===== src/rtl/frame_config_pkg.sv =====
// Shared types and constants for the frame configuration sequencer.
package frame_config_pkg;

    typedef enum logic [1:0] {
        StIdle,
        StLoad,
        StCommit,
        StDone
    } seq_state_e;

    // Header word field positions
    localparam int unsigned COL_MSB = 31;
    localparam int unsigned COL_LSB = 27;
    localparam int unsigned FRM_MSB = 26;
    localparam int unsigned FRM_LSB = 22;

    localparam int unsigned DEF_FRAME_BITS_PER_ROW = 32;
    localparam int unsigned DEF_ROW_SELECT_WIDTH   = 5;
    localparam int unsigned DEF_NUMBER_OF_ROWS     = 12;
    localparam int unsigned DEF_NUMBER_OF_COLS     = 8;
    localparam int unsigned DEF_MAX_FRAMES_PER_COL = 20;
    localparam int unsigned DEF_COL_SELECT_WIDTH   = 5;
    localparam int unsigned DEF_FRAME_SELECT_WIDTH = 5;

endpackage


===== src/rtl/frame_seq_checksum.sv =====
// XOR accumulator over a frame's row words; o_match compares the running XOR with i_data.
module frame_seq_checksum
    import frame_config_pkg::*;
#(
    parameter int unsigned Width = DEF_FRAME_BITS_PER_ROW
) (
    input  logic             i_clk,
    input  logic             i_rst_n,
    input  logic             i_clear,
    input  logic             i_accum,
    input  logic [Width-1:0] i_data,
    output logic             o_match
);

    logic [Width-1:0] r_acc_q;

    always_ff @(posedge i_clk or negedge i_rst_n) begin
        if (!i_rst_n) begin
            r_acc_q <= '0;
        end else if (i_clear) begin
            r_acc_q <= '0;
        end else if (i_accum) begin
            r_acc_q <= r_acc_q ^ i_data;
        end
    end

    assign o_match = (r_acc_q == i_data);

endmodule


===== src/rtl/frame_config_sequencer.sv =====
// Loads a header plus NumberOfRows row words, broadcasts each row, then pulses FrameStrobe.
// Build option FRAME_SEQ_CHECKSUM_EN: a trailing XOR checksum word must match before commit.
module frame_config_sequencer
    import frame_config_pkg::*;
#(
    parameter int unsigned FrameBitsPerRow  = DEF_FRAME_BITS_PER_ROW,
    parameter int unsigned RowSelectWidth   = DEF_ROW_SELECT_WIDTH,
    parameter int unsigned NumberOfRows     = DEF_NUMBER_OF_ROWS,
    parameter int unsigned NumberOfCols     = DEF_NUMBER_OF_COLS,
    parameter int unsigned MaxFramesPerCol  = DEF_MAX_FRAMES_PER_COL,
    parameter int unsigned ColSelectWidth   = DEF_COL_SELECT_WIDTH,
    parameter int unsigned FrameSelectWidth = DEF_FRAME_SELECT_WIDTH
) (
    input  logic                        CLK,
    input  logic                        resetn,
    input  logic [FrameBitsPerRow-1:0]  WriteData,
    input  logic                        WriteValid,
    output logic                        WriteReady,
    input  logic                        Abort,
    input  logic                        ErrClear,
    output logic [FrameBitsPerRow-1:0]  FrameData_O,
    output logic [RowSelectWidth-1:0]   RowSelect,
    output logic [ColSelectWidth-1:0]   ColSelect,
    output logic [FrameSelectWidth-1:0] FrameSelect,
    output logic                        FrameStrobe,
    output logic                        Busy,
    output logic                        Error
);

    localparam int unsigned HdrColW = COL_MSB - COL_LSB + 1;
    localparam int unsigned HdrFrmW = FRM_MSB - FRM_LSB + 1;
    localparam logic [HdrColW-1:0] LpNumCols   = HdrColW'(NumberOfCols);
    localparam logic [HdrFrmW-1:0] LpMaxFrames = HdrFrmW'(MaxFramesPerCol);
    localparam logic [RowSelectWidth-1:0] LpLastRow = RowSelectWidth'(NumberOfRows);

    seq_state_e                  r_state_q, w_state_d;
    logic [RowSelectWidth-1:0]   r_cnt_q, w_cnt_d;
    logic [RowSelectWidth-1:0]   r_row_sel_q, w_row_sel_d;
    logic [FrameBitsPerRow-1:0]  r_data_q, w_data_d;
    logic [ColSelectWidth-1:0]   r_col_q, w_col_d;
    logic [FrameSelectWidth-1:0] r_frm_q, w_frm_d;
    logic                        r_strobe_q, w_strobe_d;
    logic                        r_busy_q, w_busy_d;
    logic                        r_error_q, w_error_d;

    logic               w_xfer;
    logic               w_hdr_bad;
    logic [HdrColW-1:0] w_hdr_col;
    logic [HdrFrmW-1:0] w_hdr_frm;

    assign WriteReady = resetn & ((r_state_q == StIdle) | (r_state_q == StLoad));
    assign w_xfer     = WriteValid & WriteReady;
    assign w_hdr_col  = WriteData[COL_MSB:COL_LSB];
    assign w_hdr_frm  = WriteData[FRM_MSB:FRM_LSB];
    assign w_hdr_bad  = (w_hdr_col >= LpNumCols) | (w_hdr_frm >= LpMaxFrames);

`ifdef FRAME_SEQ_CHECKSUM_EN
    // Set once the last row is in; the next LOAD transfer is the checksum word.
    logic r_chk_phase_q, w_chk_phase_d;
    logic w_chk_clear, w_chk_accum, w_chk_match;

    frame_seq_checksum #(
        .Width (FrameBitsPerRow)
    ) u_checksum (
        .i_clk   (CLK),
        .i_rst_n (resetn),
        .i_clear (w_chk_clear),
        .i_accum (w_chk_accum),
        .i_data  (WriteData),
        .o_match (w_chk_match)
    );
`endif

    always_comb begin
        w_state_d   = r_state_q;
        w_cnt_d     = r_cnt_q;
        w_row_sel_d = '0;
        w_data_d    = r_data_q;
        w_col_d     = r_col_q;
        w_frm_d     = r_frm_q;
        w_strobe_d  = 1'b0;
        w_busy_d    = r_busy_q;
        w_error_d   = r_error_q & ~ErrClear;
`ifdef FRAME_SEQ_CHECKSUM_EN
        w_chk_phase_d = r_chk_phase_q;
        w_chk_clear   = 1'b0;
        w_chk_accum   = 1'b0;
`endif
        case (r_state_q)
            StIdle: begin
                if (w_xfer) begin
                    if (w_hdr_bad) begin
                        w_error_d = 1'b1;
                    end else begin
                        w_col_d   = ColSelectWidth'(w_hdr_col);
                        w_frm_d   = FrameSelectWidth'(w_hdr_frm);
                        w_cnt_d   = RowSelectWidth'(1);
                        w_busy_d  = 1'b1;
                        w_state_d = StLoad;
`ifdef FRAME_SEQ_CHECKSUM_EN
                        w_chk_clear   = 1'b1;
                        w_chk_phase_d = 1'b0;
`endif
                    end
                end
            end
            StLoad: begin
                if (Abort) begin
                    w_busy_d  = 1'b0;
                    w_state_d = StIdle;
                end else if (w_xfer) begin
`ifdef FRAME_SEQ_CHECKSUM_EN
                    if (r_chk_phase_q) begin
                        if (w_chk_match) begin
                            w_state_d = StCommit;
                        end else begin
                            w_error_d = 1'b1;
                            w_state_d = StDone;
                        end
                    end else begin
                        w_chk_accum = 1'b1;
                        w_data_d    = WriteData;
                        w_row_sel_d = r_cnt_q;
                        if (r_cnt_q == LpLastRow) begin
                            w_chk_phase_d = 1'b1;
                        end else begin
                            w_cnt_d = r_cnt_q + RowSelectWidth'(1);
                        end
                    end
`else
                    w_data_d    = WriteData;
                    w_row_sel_d = r_cnt_q;
                    if (r_cnt_q == LpLastRow) begin
                        w_state_d = StCommit;
                    end else begin
                        w_cnt_d = r_cnt_q + RowSelectWidth'(1);
                    end
`endif
                end
            end
            StCommit: begin
                if (Abort) begin
                    w_busy_d  = 1'b0;
                    w_state_d = StIdle;
                end else begin
                    w_strobe_d = 1'b1;
                    w_state_d  = StDone;
                end
            end
            StDone: begin
                w_busy_d  = 1'b0;
                w_state_d = StIdle;
            end
            default: begin
                w_busy_d  = 1'b0;
                w_state_d = StIdle;
            end
        endcase
    end

    always_ff @(posedge CLK or negedge resetn) begin
        if (!resetn) begin
            r_state_q   <= StIdle;
            r_cnt_q     <= '0;
            r_row_sel_q <= '0;
            r_data_q    <= '0;
            r_col_q     <= '0;
            r_frm_q     <= '0;
            r_strobe_q  <= 1'b0;
            r_busy_q    <= 1'b0;
            r_error_q   <= 1'b0;
        end else begin
            r_state_q   <= w_state_d;
            r_cnt_q     <= w_cnt_d;
            r_row_sel_q <= w_row_sel_d;
            r_data_q    <= w_data_d;
            r_col_q     <= w_col_d;
            r_frm_q     <= w_frm_d;
            r_strobe_q  <= w_strobe_d;
            r_busy_q    <= w_busy_d;
            r_error_q   <= w_error_d;
        end
    end

`ifdef FRAME_SEQ_CHECKSUM_EN
    always_ff @(posedge CLK or negedge resetn) begin
        if (!resetn) begin
            r_chk_phase_q <= 1'b0;
        end else begin
            r_chk_phase_q <= w_chk_phase_d;
        end
    end
`endif

    assign FrameData_O = r_data_q;
    assign RowSelect   = r_row_sel_q;
    assign ColSelect   = r_col_q;
    assign FrameSelect = r_frm_q;
    assign FrameStrobe = r_strobe_q;
    assign Busy        = r_busy_q;
    assign Error       = r_error_q;

endmodule

===== config.mk =====
export PLATFORM = sky130hd
export DESIGN_NAME = frame_config_sequencer
export DESIGN_NICKNAME = d
export VERILOG_FILES = /design/src/rtl/frame_config_pkg.sv /design/src/rtl/frame_seq_checksum.sv /design/src/rtl/frame_config_sequencer.sv
export SDC_FILE = /design/constraint.sdc
export NUM_CORES = 1
export LEC_CHECK = 0
export CORE_ASPECT_RATIO = 0.7
export CORE_MARGIN = 2
export CORE_UTILIZATION = 40
export DETAILED_ROUTE_END_ITERATION = 6
export GPL_ROUTABILITY_DRIVEN = 0
export HOLD_SLACK_MARGIN = 0.06
export PLACE_DENSITY = 0.84
export SYNTH_ARGS = -nofsm -noshare
export SYNTH_HDL_FRONTEND = slang
export SYNTH_SLANG_ARGS = --single-unit

===== constraint.sdc =====
create_clock -name CLK -period 1.95 [get_ports CLK]
set_clock_uncertainty 0.1 [all_clocks]
set_input_delay 0.2925 -clock CLK [delete_from_list [all_inputs] [get_ports CLK]]
set_output_delay 0.2925 -clock CLK [all_outputs]
set_load 0.01 [all_outputs]

# Yosys cells after proc, flatten, opt, wreduce, memory -nomap -nowiden
# Cells that the tools add are included.
dict set report word_totals {
  ff_bits 57
  inputBits 37
  output_inout_bits 51
}
dict set report op_classes {
  n_addsub 1
  magnitude_cmp 2
  eq_ne 12
  muxes 25
  bitwise 8
  n_reduce_logical 8
}
# cell count
set ops {}
lappend ops {{5-bit two-way mux} 8}
lappend ops {{2-bit two-way mux} 6}
lappend ops {{2-bit inequality test (second input constant)} 5}
lappend ops {{5-bit case mux with 2 select lines} 1}
lappend ops {{3-bit AND reduction} 3}
lappend ops {{1-bit two-way mux} 8}
lappend ops {{2-bit case mux with 4 select lines} 1}
lappend ops {{6-bit AND reduction} 1}
lappend ops {{5-bit by 1-bit adder with 5-bit output (second input constant)} 1}
lappend ops {{5-bit by 4-bit == test with 1-bit output (second input constant)} 1}
lappend ops {{5-bit by 4-bit greater-or-equal comparator with 1-bit output (second input constant)} 1}
lappend ops {{5-bit greater-or-equal comparator (second input constant)} 1}
lappend ops {{2-bit == test (second input constant)} 2}
lappend ops {{4-bit AND reduction} 1}
lappend ops {{1-bit AND} 3}
lappend ops {{3-bit by 2-bit inequality test with 1-bit output (second input constant)} 1}
lappend ops {{3-bit inequality test (second input constant)} 1}
lappend ops {{1-bit inverter} 3}
lappend ops {{1-bit case mux with 3 select lines} 1}
lappend ops {{2-bit by 1-bit == test with 1-bit output (second input constant)} 1}
lappend ops {{2-bit logical NOT} 1}
lappend ops {{2-bit by 1-bit inequality test with 1-bit output (second input constant)} 1}
lappend ops {{1-bit bitwise OR} 2}
lappend ops {{2-bit nonzero test} 1}
lappend ops {{2-bit OR reduction} 1}

# Logic depth before layout (Yosys ltp)
dict set report logic_depth {
  depth_word 7
  depth_mapped 8
}

# Least setup slack after synthesis
# No wires, ideal clock.
dict set report synth_path {
  path_type {register -> register}
  startpoint {register r_state_q[0]}
  endpoint {register r_data_q[0], in the netlist FrameData_O[0]}
  setup_time_ns 0.125
  arrival_time_ns 1.657
  required_time_ns 1.725
  path_slack_ns 0.068
  path_stages_with_launch 9
  n_path_buf 3
  path_cell_list {dfrtp_1 -> inv_1 -> ha_1 -> buf_4 -> o211a_4 -> nand3b_4 -> buf_6 -> buf_6 -> mux2_4}
}
dict set report synth_via {
  elab_chain_cells 5
  elab_cells_between_ends 6
}
# element line
set synth_lines {}
lappend synth_lines {{from (decl)} frame_config_sequencer.sv:36} ;# seq_state_e r_state_q, w_state_d;
lappend synth_lines {{from (signal assigned)} frame_config_sequencer.sv:163} ;# r_state_q <= StIdle;
lappend synth_lines {{from (signal assigned)} frame_config_sequencer.sv:173} ;# r_state_q <= w_state_d;
lappend synth_lines {{2-bit by 1-bit == test with 1-bit output / 2-bit logical NOT (equally long branches)} {frame_config_sequencer.sv:51, frame_config_sequencer.sv:89}}
lappend synth_lines {{1-bit bitwise OR} frame_config_sequencer.sv:51} ;# assign WriteReady = resetn & ((r_state_q == StIdle) | (r_state_q == StLoad));
lappend synth_lines {{1-bit AND} frame_config_sequencer.sv:51}
lappend synth_lines {{1-bit AND} frame_config_sequencer.sv:52} ;# assign w_xfer = WriteValid & WriteReady;
lappend synth_lines {{3-bit AND reduction (no source line) *} -}
lappend synth_lines {{to (signal assigned)} frame_config_sequencer.sv:176} ;# r_data_q <= w_data_d;
lappend synth_lines {{to (decl)} frame_config_sequencer.sv:39} ;# logic [FrameBitsPerRow-1:0] r_data_q, w_data_d;
# Mark *: on every way between the ends. The rest lies on a longest branch, timed or not.
# A chain may end at the register's enable or synchronous reset.

# Worst setup path after layout
dict set report layout_path {
  startpoint {register r_state_q[0]}
  endpoint {output port WriteReady}
}
dict set report layout_via {
  elab_chain_cells 3
  elab_cells_between_ends 4
}
# element line
set layout_lines {}
lappend layout_lines {{2-bit by 1-bit == test with 1-bit output / 2-bit logical NOT (equally long branches)} frame_config_sequencer.sv:51}
lappend layout_lines {{1-bit bitwise OR *} frame_config_sequencer.sv:51}
lappend layout_lines {{1-bit AND *} frame_config_sequencer.sv:51}
lappend layout_lines {{to (decl)} frame_config_sequencer.sv:18} ;# output logic WriteReady,
# Marks and branches as above.

==> out/results.ini <==
[outcome]
outcome=finished, final reports clean

[logic_synthesis]
synth_cell_types=33
synth_top_cell_by_area=dfrtp_1
netlist_area_um2=2494
synth.area.top_cells=dfrtp_1, mux2_4, mux2_2, ha_1, buf_12
avgSynthCellArea_um2=14.76
synth_top_family_by_area=multiplexers
synth_top_flop_cell=dfrtp_1
synth_warnings=0
synthAdderAreaFrac_pct=2.509
async_flop_share_pct=100.0
synth.top_cell.area_share_pct=57.20
syn_nets=211
synth_mux_area_share_pct=21.83
synth_xor_xnor_area_share_pct=0
synth-edff-count=0
ys_seq_area_share_pct=57.20
syn_inst=169
synth_compound_area_share_pct=6.974
synthSimpleGateAreaFrac_pct=6.824
synth_seq_cells=57

[power_and_ir_drop]
vdd_drop_max_mv=0.6853
powerDensity_nw_per_um2=1458
leakagePower_nw=1.726

[sta]
final_max_slew_viol_count=0
slew_headroom_pct=57.19
timing.final.crit_period_ps=1884
whs_ps=252.5
rsz0062_at_grt=false
setup_violations=0
max_freq_mhz=530.9
hold_viol_final=0
fin_crit_sh_pct=96.59
tightest_slew_ps=642.1

[final_layout]
fin_nets=313
design_area_um2=3706
area_growth_pct=48.62
drive_gt1_share_pct=26.91
insertedDiodeCount=0

[placement]
placed_cell_area_um2=3475
io_buffer_count=87
hpwlAfterDp_um=3859

[die]
die_w_um=98.37
dieArea_um2=6892
ios=88
initial_core_util_pct=40.71
coreArea_um2=6126
fp-row-count=24
die_h_um=70.06

[route]
vias_per_cell=4.932
drt_wl_total_um=5394
drtIter0Drc=126
vias=1741
drc=0
dr.pass1.iters=4
ant_nets=0
wire_per_inst_um=15.28

[clock_network]
cts_tree=built
clk_latency_ps=330
htree_num_levels=3
root_buffer=clkbuf_8
clock_path_buffers=2
cts.sinks=57
cts.clk_slew.worst_paths_ps=70
numCtsBuffers=9

[global_routing]
antenna_found_initial=0
grt_usage_pct=17.41
grt_max_degree=52
grt_pass1_wl_um=9335
grt_pass1_vias=1890
grt-ovfl-total=0

[setup_path]
cp.required_ps=1560
crit_path_start_kind=flip-flop
end_kind=output port
critPathMaxFanout=5
critPathKind=reg -> out
crit_arrival_ps=1490

[flow_run]
maxCapViolations=0

[worst_hold_path]
hp-class=in -> async

-- timing repair --
item,CTS,global route
hold buffers,1,0
hold endpoints to repair,6,0
setup endpoints to repair,2,3
gates resized for setup,7,2
setup buffers,0,0
-- power breakdown --
group	switching (mW)	internal, mW	leakage (nW)
Sequential	0.318	1.66	0.722
Combinational	0.860	1.48	0.902
Clock	0.437	0.648	0.102
Total	1.62	3.79	1.73
-- routing by layer --
metal / part of all wire, % / GRT usage [%] / routed length (µm)
met1: 46 / 23.29 / 2489
met2: 44 / 25.40 / 2393
met3: 8.6 / 7.207 / 465
met4: 0.85 / 6.697 / 46
met5: 0 / 0 / 0
-- layout make-up --
class                           instances  area [µm²]
Clock buffer                           12       155.1
Clock inverter                          3       40.04
Fill cell                             519        2420
Inverter                                9       33.78
Multi-Input combinational cell         96       975.9
Sequential cell                        57        1426
Tap cell                               78       97.59
Timing Repair Buffer                   98       977.2
-- worst max-delay path: stages (launching register included) --
cell and delay (ps):
dfrtp_1 440, inv_2 80, ha_4 180, o21a_1 170, dlygate4sd2_1 280
-- layout by cell type (no fill, tap or decap), drive strengths merged, types with 2 or more instances in the layout --
cell type / n
nor2: 7
clkdlybuf4s50: 85
clkbuf: 13
clkinv: 2
ha: 5
inv: 9
nand2: 3
o31ai: 2
o211ai: 3
nor2b: 2
dfrtp: 57
o21ai: 9
and2: 4
nand3: 6
or3: 2
buf: 10
mux2: 40
-- registers in the layout, indices dropped and copies added, names as in the netlist --
name / flops
r_cnt_q: 5
r_state_q: 2
Error: 1
FrameStrobe: 1
FrameData_O: 32
Busy: 1
RowSelect: 5
FrameSelect: 5
ColSelect: 5
-- cells in the mapped netlist (all sizes together) (2+ instances only) --
cell type,n
nor2,7
and2,4
o21ai,9
inv,9
o31ai,2
nor2b,2
or3,2
ha,5
o211ai,3
dfrtp,57
mux2,40
nand3,6
buf,7
nand2,3
-- worst paths after layout --
kind	start	endpoint	slack, ps	cells past startpoint
min	resetn	r_state_q[1]	250	2
max	r_state_q[0]	WriteReady	70	4
max reg2reg	r_state_q[0]	ColSelect[1]	90	6
max in group asynchronous	resetn	ColSelect[1]	630	3
min reg2reg	ColSelect[3]	ColSelect[3]	390	1
min in group CLK	ColSelect[3]	ColSelect[3]	390	1
-- per-stage QoR --
stage	setup TNS, ps	setup slack (ps)	cells	utilization [%]	power (mW)
floorplan	0	67.81	169	-	3.072
CTS	0	49.80	353	60.46	5.460
global route	0	13.24	353	60.50	5.744
global placement	-99.81	-44.38	337	56.72	4.196
finish	0	66.49	353	60.50	5.402
detailed placement	-721.1	-150.3	337	56.72	4.281
-- cells by family (layout without fill, tap and decap cells) --
logic type | count (synthesis) | in the layout
flops | 57 | 57
fa+ha+maj | 5 | 5
simple gates | 29 | 29
mux | 40 | 40
compound gates | 22 | 22
buf+inv | 16 | 122
Power figures use the tool's default switching activity.
